**src/rtl/sys_cmd_ctrl.sv**
```systemverilog
// Command controller between the UART receiver and the TX FIFO: parses byte frames
// into register-file writes/reads and ALU operations, and pushes results to the FIFO.
module sys_cmd_ctrl #(
    parameter int unsigned DATA_WIDTH = 8,
    parameter int unsigned ADDR_WIDTH = 4,
    parameter int unsigned FUN_WIDTH  = 4,
    parameter int unsigned OPA_ADDR   = 0,
    parameter int unsigned OPB_ADDR   = 1
) (
    input  logic                    CLK,
    input  logic                    RST,
    input  logic [DATA_WIDTH-1:0]   RX_P_DATA,
    input  logic                    RX_VALID,
    input  logic                    RX_ERR,
    output logic                    WR_EN,
    output logic                    RD_EN,
    output logic [ADDR_WIDTH-1:0]   ADDR,
    output logic [DATA_WIDTH-1:0]   WR_DATA,
    input  logic [DATA_WIDTH-1:0]   RD_DATA,
    input  logic                    RD_VALID,
    output logic                    ALU_EN,
    output logic [FUN_WIDTH-1:0]    ALU_FUN,
    output logic                    ALU_CLK_EN,
    input  logic [2*DATA_WIDTH-1:0] ALU_OUT,
    input  logic                    ALU_VALID,
    input  logic                    FIFO_FULL,
    output logic                    FIFO_WR,
    output logic [DATA_WIDTH-1:0]   FIFO_DATA,
    output logic                    BUSY
);

    localparam logic [DATA_WIDTH-1:0] CMD_WR     = DATA_WIDTH'(8'hAA);
    localparam logic [DATA_WIDTH-1:0] CMD_RD     = DATA_WIDTH'(8'hBB);
    localparam logic [DATA_WIDTH-1:0] CMD_ALU_OP = DATA_WIDTH'(8'hCC);
    localparam logic [DATA_WIDTH-1:0] CMD_ALU    = DATA_WIDTH'(8'hDD);

    typedef enum logic [3:0] {
        S_IDLE,
        S_WR_ADDR,
        S_WR_DATA,
        S_RD_ADDR,
        S_RD_WAIT,
        S_OPA,
        S_OPB,
        S_FUN,
        S_ALU_WAIT,
        S_PUSH_RD,
        S_PUSH_LO,
        S_PUSH_HI
    } state_e;

    state_e                  state_q, state_d;
    logic [ADDR_WIDTH-1:0]   addr_q, addr_d;
    logic [DATA_WIDTH-1:0]   wr_data_q, wr_data_d;
    logic [DATA_WIDTH-1:0]   rd_byte_q, rd_byte_d;
    logic [2*DATA_WIDTH-1:0] alu_res_q, alu_res_d;
    logic [FUN_WIDTH-1:0]    alu_fun_q, alu_fun_d;
    logic                    wr_en_q, wr_en_d;
    logic                    rd_en_q, rd_en_d;
    logic                    alu_en_q, alu_en_d;
    logic                    clk_en_q, clk_en_d;

    logic rx_ok;
    logic rx_bad;

    assign rx_ok  = RX_VALID && !RX_ERR;
    assign rx_bad = RX_VALID && RX_ERR;

    always_ff @(posedge CLK) begin
        if (RST) begin
            state_q   <= S_IDLE;
            addr_q    <= '0;
            wr_data_q <= '0;
            rd_byte_q <= '0;
            alu_res_q <= '0;
            alu_fun_q <= '0;
            wr_en_q   <= 1'b0;
            rd_en_q   <= 1'b0;
            alu_en_q  <= 1'b0;
            clk_en_q  <= 1'b0;
        end else begin
            state_q   <= state_d;
            addr_q    <= addr_d;
            wr_data_q <= wr_data_d;
            rd_byte_q <= rd_byte_d;
            alu_res_q <= alu_res_d;
            alu_fun_q <= alu_fun_d;
            wr_en_q   <= wr_en_d;
            rd_en_q   <= rd_en_d;
            alu_en_q  <= alu_en_d;
            clk_en_q  <= clk_en_d;
        end
    end

    // Strobes are registered, so each one fires in the cycle after the byte that triggers it.
    always_comb begin
        state_d   = state_q;
        addr_d    = addr_q;
        wr_data_d = wr_data_q;
        rd_byte_d = rd_byte_q;
        alu_res_d = alu_res_q;
        alu_fun_d = alu_fun_q;
        wr_en_d   = 1'b0;
        rd_en_d   = 1'b0;
        alu_en_d  = 1'b0;
        clk_en_d  = clk_en_q;

        case (state_q)
            S_IDLE: begin
                if (rx_ok) begin
                    case (RX_P_DATA)
                        CMD_WR:     state_d = S_WR_ADDR;
                        CMD_RD:     state_d = S_RD_ADDR;
                        CMD_ALU_OP: state_d = S_OPA;
                        CMD_ALU:    state_d = S_FUN;
                        default:    state_d = S_IDLE;
                    endcase
                end
            end
            S_WR_ADDR: begin
                if (rx_bad) begin
                    state_d = S_IDLE;
                end else if (rx_ok) begin
                    addr_d  = RX_P_DATA[ADDR_WIDTH-1:0];
                    state_d = S_WR_DATA;
                end
            end
            S_WR_DATA: begin
                if (rx_bad) begin
                    state_d = S_IDLE;
                end else if (rx_ok) begin
                    wr_data_d = RX_P_DATA;
                    wr_en_d   = 1'b1;
                    state_d   = S_IDLE;
                end
            end
            S_RD_ADDR: begin
                if (rx_bad) begin
                    state_d = S_IDLE;
                end else if (rx_ok) begin
                    addr_d  = RX_P_DATA[ADDR_WIDTH-1:0];
                    rd_en_d = 1'b1;
                    state_d = S_RD_WAIT;
                end
            end
            S_RD_WAIT: begin
                if (RD_VALID) begin
                    rd_byte_d = RD_DATA;
                    state_d   = S_PUSH_RD;
                end
            end
            S_OPA: begin
                if (rx_bad) begin
                    state_d = S_IDLE;
                end else if (rx_ok) begin
                    addr_d    = ADDR_WIDTH'(OPA_ADDR);
                    wr_data_d = RX_P_DATA;
                    wr_en_d   = 1'b1;
                    state_d   = S_OPB;
                end
            end
            S_OPB: begin
                if (rx_bad) begin
                    state_d = S_IDLE;
                end else if (rx_ok) begin
                    addr_d    = ADDR_WIDTH'(OPB_ADDR);
                    wr_data_d = RX_P_DATA;
                    wr_en_d   = 1'b1;
                    state_d   = S_FUN;
                end
            end
            S_FUN: begin
                if (rx_bad) begin
                    state_d = S_IDLE;
                end else if (rx_ok) begin
                    alu_fun_d = RX_P_DATA[FUN_WIDTH-1:0];
                    alu_en_d  = 1'b1;
                    clk_en_d  = 1'b1;
                    state_d   = S_ALU_WAIT;
                end
            end
            S_ALU_WAIT: begin
                // Gate stays open through the cycle ALU_VALID is seen, closes after it.
                if (ALU_VALID) begin
                    alu_res_d = ALU_OUT;
                    clk_en_d  = 1'b0;
                    state_d   = S_PUSH_LO;
                end
            end
            S_PUSH_RD: begin
                if (!FIFO_FULL) state_d = S_IDLE;
            end
            S_PUSH_LO: begin
                if (!FIFO_FULL) state_d = S_PUSH_HI;
            end
            S_PUSH_HI: begin
                if (!FIFO_FULL) state_d = S_IDLE;
            end
            default: state_d = S_IDLE;
        endcase
    end

    always_comb begin
        FIFO_DATA = '0;
        case (state_q)
            S_PUSH_RD: FIFO_DATA = rd_byte_q;
            S_PUSH_LO: FIFO_DATA = alu_res_q[DATA_WIDTH-1:0];
            S_PUSH_HI: FIFO_DATA = alu_res_q[2*DATA_WIDTH-1:DATA_WIDTH];
            default:   FIFO_DATA = '0;
        endcase
    end

    assign FIFO_WR    = !FIFO_FULL &&
                        (state_q == S_PUSH_RD || state_q == S_PUSH_LO || state_q == S_PUSH_HI);
    assign WR_EN      = wr_en_q;
    assign RD_EN      = rd_en_q;
    assign ALU_EN     = alu_en_q;
    assign ALU_CLK_EN = clk_en_q;
    assign ADDR       = addr_q;
    assign WR_DATA    = wr_data_q;
    assign ALU_FUN    = alu_fun_q;
    assign BUSY       = (state_q != S_IDLE);

endmodule

```
**config.mk**
```make
export PLATFORM = sky130hd
export DESIGN_NAME = sys_cmd_ctrl
export DESIGN_NICKNAME = d
export VERILOG_FILES = /design/src/rtl/sys_cmd_ctrl.sv
export SDC_FILE = /design/constraint.sdc
export NUM_CORES = 1
export LEC_CHECK = 0
export BUFFER_PORTS_ARGS = -buffer_cell sky130_fd_sc_hd__buf_2
export CAP_MARGIN = 15
export CORE_UTILIZATION = 39
export DETAILED_ROUTE_END_ITERATION = 10
export PLACE_DENSITY = 0.66
export SLEW_MARGIN = 20
export SYNTH_ARGS = -nofsm -noshare
export SYNTH_HDL_FRONTEND = slang
export SYNTH_SLANG_ARGS = --single-unit
```
**constraint.sdc**
```tcl
create_clock -name CLK -period 1.4 [get_ports CLK]
set_input_delay 0.14 -clock CLK [delete_from_list [all_inputs] [get_ports CLK]]
set_output_delay 0.14 -clock CLK [all_outputs]
set_load 0.005 [all_outputs]
```
==> metrics.txt, run 1 <==
outcome=finished, violations left; failing checks=negative setup slack; Req. time, crit path=~1.6 ns; peak supply drop=about 0.00062 V; Setup WS pre-CTS=-0.212 ns; I/O pin total=69; first-pass GRT wire length=roughly 11000 um; critical path's slowest cell=dfxtp_4; DR vias/cell=5.22; Power Dens Cells=1440 mW/mm2; Ant. Diodes=0; highest cell delay on the worst timing path=about 0.38 ns; Worst Hold Depth=3; clock-pin slew on the worst setup and hold paths=0.09 ns; syn nets=around 310; CTS tree=yes; cts hold-fix bufs=0; hold crit path type=in -> reg; CTS Sinks=48; Core Area=approximately 0.0056 mm2; initial antenna violation count=0; Die Footprint=a little over 0.006 mm2; global route overflow=0; height of the die=about 79 um; post-synthesis async set-or-reset flop share=0; DRT iter0 DRCs=~180; final worst path period need=about 1.7 ns; Worst Hold End=rd_byte_q[2]$_SDFFE_PP0P_; vias in the first global route=about 2300; Syn Std Cell Area=0.00229 mm2; die width=between 70 and 80 um; TritonCTS buffer count=5; Worst Path Arrival=approximately 1.9 ns; Worst-Margin Slew=roughly 0.37 ns; Fin Clk Skew=roughly 0.008 ns; crit-path max FO=5; largest net degree at the start of global routing=25; Syn Area/Cell=8.59 um2; post-route ant nets=0; Max Cap Viol=0; CTS H-tree lvls=2; clk buf depth=2; synth unique cells=42; gpl congestion=between 0.9 and 1; final slew viol count=0; top_reg_cell synth=dfxtp_1; Layout area overhead=41.1%; register area=about 970 um2; RSZ-0062 raised after global routing=true; Final setup violation count=53; share of cells above drive strength 1=0.415; Worst Hold Slack=0.0653 ns; Initial Utilization=0.412; Total Routing Usage GR=0.217; YS warnings=0; Leak=1.42 nW; total wire length=approximately 6200 um; synthesized instance count=267; routed via count=around 2300; Fin. Hold Viols=0; EDFF count, synth=0; relative slew slack=0.756; r2r startpoint=state_q[1]$_SDFFE_PP0P_; Pre-antenna DRT Iters=4; critical path type=reg -> reg; reg2reg end=state_q[3]$_SDFFE_PP0P_; row cnt=27; Seq/Total Area, Yosys=0.419; FMAX=around 590 MHz; worst path cell trace=buf_6 > or3b_4 > a221o_1 > and3_4 > a211oi_2; Worst R2R Path Depth=5; total power=roughly 4.7 mW; fin crit share=1.21; DP Wirelength=4480 um; Filler cells=a little over 500; Layout Utilization=0.581; Skew-Pair Late Insertion Delay=about 0.30 ns; startpoint type of the worst setup path=flip-flop; #FFs+latches synth=48; r2r setup slk=-0.29 ns; crit end category=flip-flop; Residual DRC=0; Final WS setup=-0.295 ns; Port Buffers=68; final net count=404; buffer type at the clock tree root=clkbuf_8; area of the multi-input gates=between 0.001 and 0.0015 mm2; Hold Path Origin=RD_DATA[2]; WL/cell=14.3 um
[flip-flops by register name, indices dropped and copies added (netlist names), 4 cells and up]
register,cells
WR_DATA,8
ALU_FUN,4
alu_res_q,16
ADDR,4
state_q,4
rd_byte_q,8
[synthesized netlist by cell type (3+ instances only)]
library cell / count / area share
dfxtp_1: 48 / 0.42
a31oi_1: 3 / 0.0082
nor2b_1: 3 / 0.0082
clkbuf_1: 7 / 0.011
and2_1: 3 / 0.0082
nand2_1: 40 / 0.065
a22oi_1: 9 / 0.029
nand2b_1: 7 / 0.019
mux2_2: 8 / 0.039
a21oi_1: 23 / 0.050
o21ai_0: 4 / 0.0087
nor2_1: 35 / 0.057
mux2i_1: 20 / 0.087
buf_2: 9 / 0.020
nand3_1: 5 / 0.011
nor3_1: 3 / 0.0065
[per-stage QoR]
step,setup TNS [ns],cells,cell area (um2)
floorplan,-1.19,267,2320
global placement,-6.06,421,2920
detailed placement,-5.63,421,2920
CTS,-6.93,438,3220
global route,-12.61,438,3240
finish,-7.27,438,3240
[layout by cell type, fill, tap and decap left out, types with 2 or more instances in the layout]
cell type,instances
a221o_1,2
nand3b_1,2
and3_1,2
o211ai_1,2
clkbuf_8,6
and2_1,3
mux2_4,8
a211oi_2,2
o31ai_1,2
buf_6,6
or3b_4,2
nor2b_1,3
buf_12,2
or2_2,2
a21oi_4,2
or4bb_1,2
a31oi_1,3
dfxtp_1,45
nor3_1,3
a221oi_1,2
dfxtp_4,3
a21oi_2,2
buf_4,32
nand3_1,5
a22oi_1,3
o21ai_0,4
a2bb2oi_1,2
nor2_1,33
inv_1,2
buf_2,68
a22oi_2,6
nor2_2,2
nand2b_1,7
a21o_1,2
a21oi_1,21
nand2_1,39
mux2i_1,19
[where the power goes]
part / switching [mW] / internal [mW]
combinational: 0.934 / 1.04
sequential: 0.130 / 1.51
clock: 0.470 / 0.584
[cell type report]
cell class	count	share of cell area
clock buffer	6	0.0255
timing repair buffer	109	0.217
sequential	48	0.300
multi-input combinational	199	0.415
clock inverter	2	0.0120
tap	72	0.0278
inverter	2	0.00232
[cell families (layout without fill, tap and decap cells)]
group	count (synthesis)	in the layout	share of synthesized area
multiplexers	28	28	0.127
XOR/XNOR	1	1	0.00382
buffers and inverters	20	119	0.0376
AO/OA/AOI/OAI	58	58	0.173
flip-flops	48	48	0.419
AND/OR/NAND/NOR	112	112	0.240
[metal layers]
layer  track usage  vias up  share of wire  routed length, um
met5             0        -              0                  0
met2         0.354       81           0.48               3010
li1              -     1131              -                  -
met3        0.0448        8          0.054                337
met1         0.283     1068           0.45               2810
met4        0.0741        0          0.014                 87
[worst max-delay path by stage]
stage                                 start                      end  slack [ns]  cells after the start
detailed placement  state_q[1]$_SDFFE_PP0P_  state_q[1]$_SDFFE_PP0P_       -0.21                      4
CTS                 state_q[3]$_SDFFE_PP0P_                     BUSY       -0.27                      3
global route        state_q[3]$_SDFFE_PP0P_  state_q[1]$_SDFFE_PP0P_       -0.36                      5
finish              state_q[1]$_SDFFE_PP0P_  state_q[3]$_SDFFE_PP0P_       -0.29                      5
global placement    state_q[3]$_SDFFE_PP0P_  state_q[1]$_SDFFE_PP0P_       -0.19                      5
floorplan           state_q[1]$_SDFFE_PP0P_  state_q[2]$_SDFFE_PP0P_       -0.14                      5
[critical path, delay by kind of cell (launching register included)]
family	cells	cell delay, ns
buf+inv	1	0.12
compound gates	2	0.54
simple gates	2	0.58
flops	1	0.38
[timing repair]
item,4_1_cts,5_1_grt
resized for setup,30,5
setup buffers,9,0
endpoints found under the setup margin,56,57
pin swaps,5,6
(Power assumes the default switching activity.)
==> run 2: changes to the inputs <==
--- a/config.mk
+++ b/config.mk
@@ -9,7 +9,6 @@
 export CAP_MARGIN = 15
 export CORE_UTILIZATION = 39
 export DETAILED_ROUTE_END_ITERATION = 10
-export PLACE_DENSITY = 0.66
 export SLEW_MARGIN = 20
 export SYNTH_ARGS = -nofsm -noshare
 export SYNTH_HDL_FRONTEND = slang
==> constraint.sdc (replaced) <==
create_clock -name CLK -period 1.7 [get_ports CLK]
set_input_delay 0.17 -clock CLK [delete_from_list [all_inputs] [get_ports CLK]]
set_output_delay 0.17 -clock CLK [all_outputs]
set_load 0.005 [all_outputs]
==> metrics.txt, run 2 (same netlist as run 1, synthesis figures left out) <==
area of the multi-input gates=0.00128 mm2 (-4.4%); clock-pin slew on the worst setup and hold paths=0.09 ns (about the same); Worst-Margin Slew=0.412 ns (+0.0465 ns); WL/cell=13.5 um (-5.6%); DR vias/cell=5.16 (-1.3%); largest net degree at the start of global routing=22 (-12%); outcome=finished, final reports clean; die width=78.7 um (unchanged); DP Wirelength=4290 um (-4.1%); Worst Path Arrival=1.51 ns (-0.41 ns); Power Dens Cells=1120 mW/mm2 (-22%); Core Area=0.00557 mm2 (unchanged); gpl congestion=0.827 (-11%); r2r setup slk=0.05 ns (+0.34 ns); most frequent cells in the layout=buf_2, dfxtp_1, nand2_1; TritonCTS buffer count=5 (unchanged); row cnt=27 (unchanged); final slew viol count=0 (unchanged); max reg flops=16 (unchanged); total power=3.40 mW (-27%); clk buf depth=2 (unchanged); CTS H-tree lvls=2 (unchanged); initial antenna violation count=0 (unchanged); Die Footprint=0.00619 mm2 (unchanged); Worst Hold Slack=0.0965 ns (+0.0312 ns); Residual DRC=0 (unchanged); DRT iter0 DRCs=85 (-52%); Leak=1.30 nW (-8.4%); Max Cap Viol=0 (unchanged); relative slew slack=0.721 (-0.0349); Biggest register=alu_res_q; peak supply drop=0.000468 V (-25%); share of cells above drive strength 1=0.367 (-0.0485); CTS Sinks=48 (unchanged); Total Routing Usage GR=0.187 (-0.0297); routed via count=2171 (-5.1%); Layout Cells excl Fill=421 (-3.9%); Layout area overhead=32.1%; CTS tree=yes; crit end category=output pin; height of the die=78.7 um (unchanged); crit-path max FO=11 (+6); Final setup violation count=0 (-100%); # placed instances=412 (-2.1%); register area=968 um2 (-0.39%); Filler cells=548 (+7.9%); RSZ-0062 raised after global routing=true; Pre-antenna DRT Iters=4 (unchanged); fin crit share=0.987; Initial Utilization=0.412 (unchanged); vias in the first global route=1953 (-13%); buffer type at the clock tree root=clkbuf_8; total wire length=5660 um (-9.3%); first-pass GRT wire length=9110 um (-14%); final net count=387 (-4.2%); cts hold-fix bufs=0 (unchanged); startpoint type of the worst setup path=flip-flop; commonest non-fill, non-tap cell in the layout=buf_2; FMAX=roughly 600 MHz; Port Buffers=68 (unchanged); hold crit path type=in -> reg; Skew-Pair Late Insertion Delay=0.30 ns (about the same); post-route ant nets=0 (unchanged); Req. time, crit path=1.53 ns (-0.09 ns); Fin. Hold Viols=0 (unchanged); Fin Clk Skew=0.00788 ns (+0.000117 ns); final worst path period need=approximately 1.7 ns; global route overflow=0 (unchanged); critical path type=reg -> out; I/O pin total=69 (unchanged); Ant. Diodes=0 (unchanged)
run 2: cell type report:
cell class | instances | area share
well taps | 72 | 0.0297
inverters | 2 | 0.00248
flip-flops and latches | 48 | 0.320
multi-input cells | 199 | 0.424
clock buffers | 6 | 0.0239
clock inverters | 2 | 0.00537
repair buffers | 92 | 0.195
run 2: stage by stage:
stage                     setup WS [ns]   util  setup TNS (ns)  cell area, um2
final                            0.0223  0.544               0            3030
after global routing            -0.0105  0.544         -0.0245            3030
after CTS                        0.0224  0.537               0            3000
after detailed placement        -0.0862  0.515          -0.270            2870
after global placement          -0.0258  0.515         -0.0258            2870
after floorplan                   0.147      -               0            2290
run 2: final timing paths:
path,depth (start not counted),to,from
setup / recovery,4,BUSY,state_q[0]$_SDFFE_PP0P_
hold / removal,3,alu_res_q[6]$_SDFFE_PP0P_,ALU_OUT[6]
setup reg to reg,5,state_q[3]$_SDFFE_PP0P_,state_q[0]$_SDFFE_PP0P_
hold reg to reg,2,alu_res_q[15]$_SDFFE_PP0P_,alu_res_q[15]$_SDFFE_PP0P_
run 2: metal layers:
metal  GRT usage  share of wire  vias to the layer above
met1       0.236           0.45                     1004
li1            -              -                     1099
met3      0.0391          0.055                        7
met2       0.322           0.49                       61
met4      0.0481         0.0079                        0
met5           0              0                        -
run 2: worst max-delay path, stage by stage, from the launching register on:
cell,delay (ns)
dfxtp_4,0.37
buf_12,0.13
buf_12,0.13
or4_4,0.43
buf_2,0.14
run 2: report_power, final:
group          switching [mW]  internal [mW]  leakage [nW]
clock network           0.389          0.293        0.0414
registers               0.109           1.24         0.390
logic                   0.671          0.698         0.870
run 2: repair_timing:
item / 4_1_cts / 5_1_grt
buffers inserted: 1 / 0
setup endpoints to repair: 9 / 9
hold endpoints to repair: 0 / 0
cloned: 0 / 0
gates resized for setup: 7 / 9
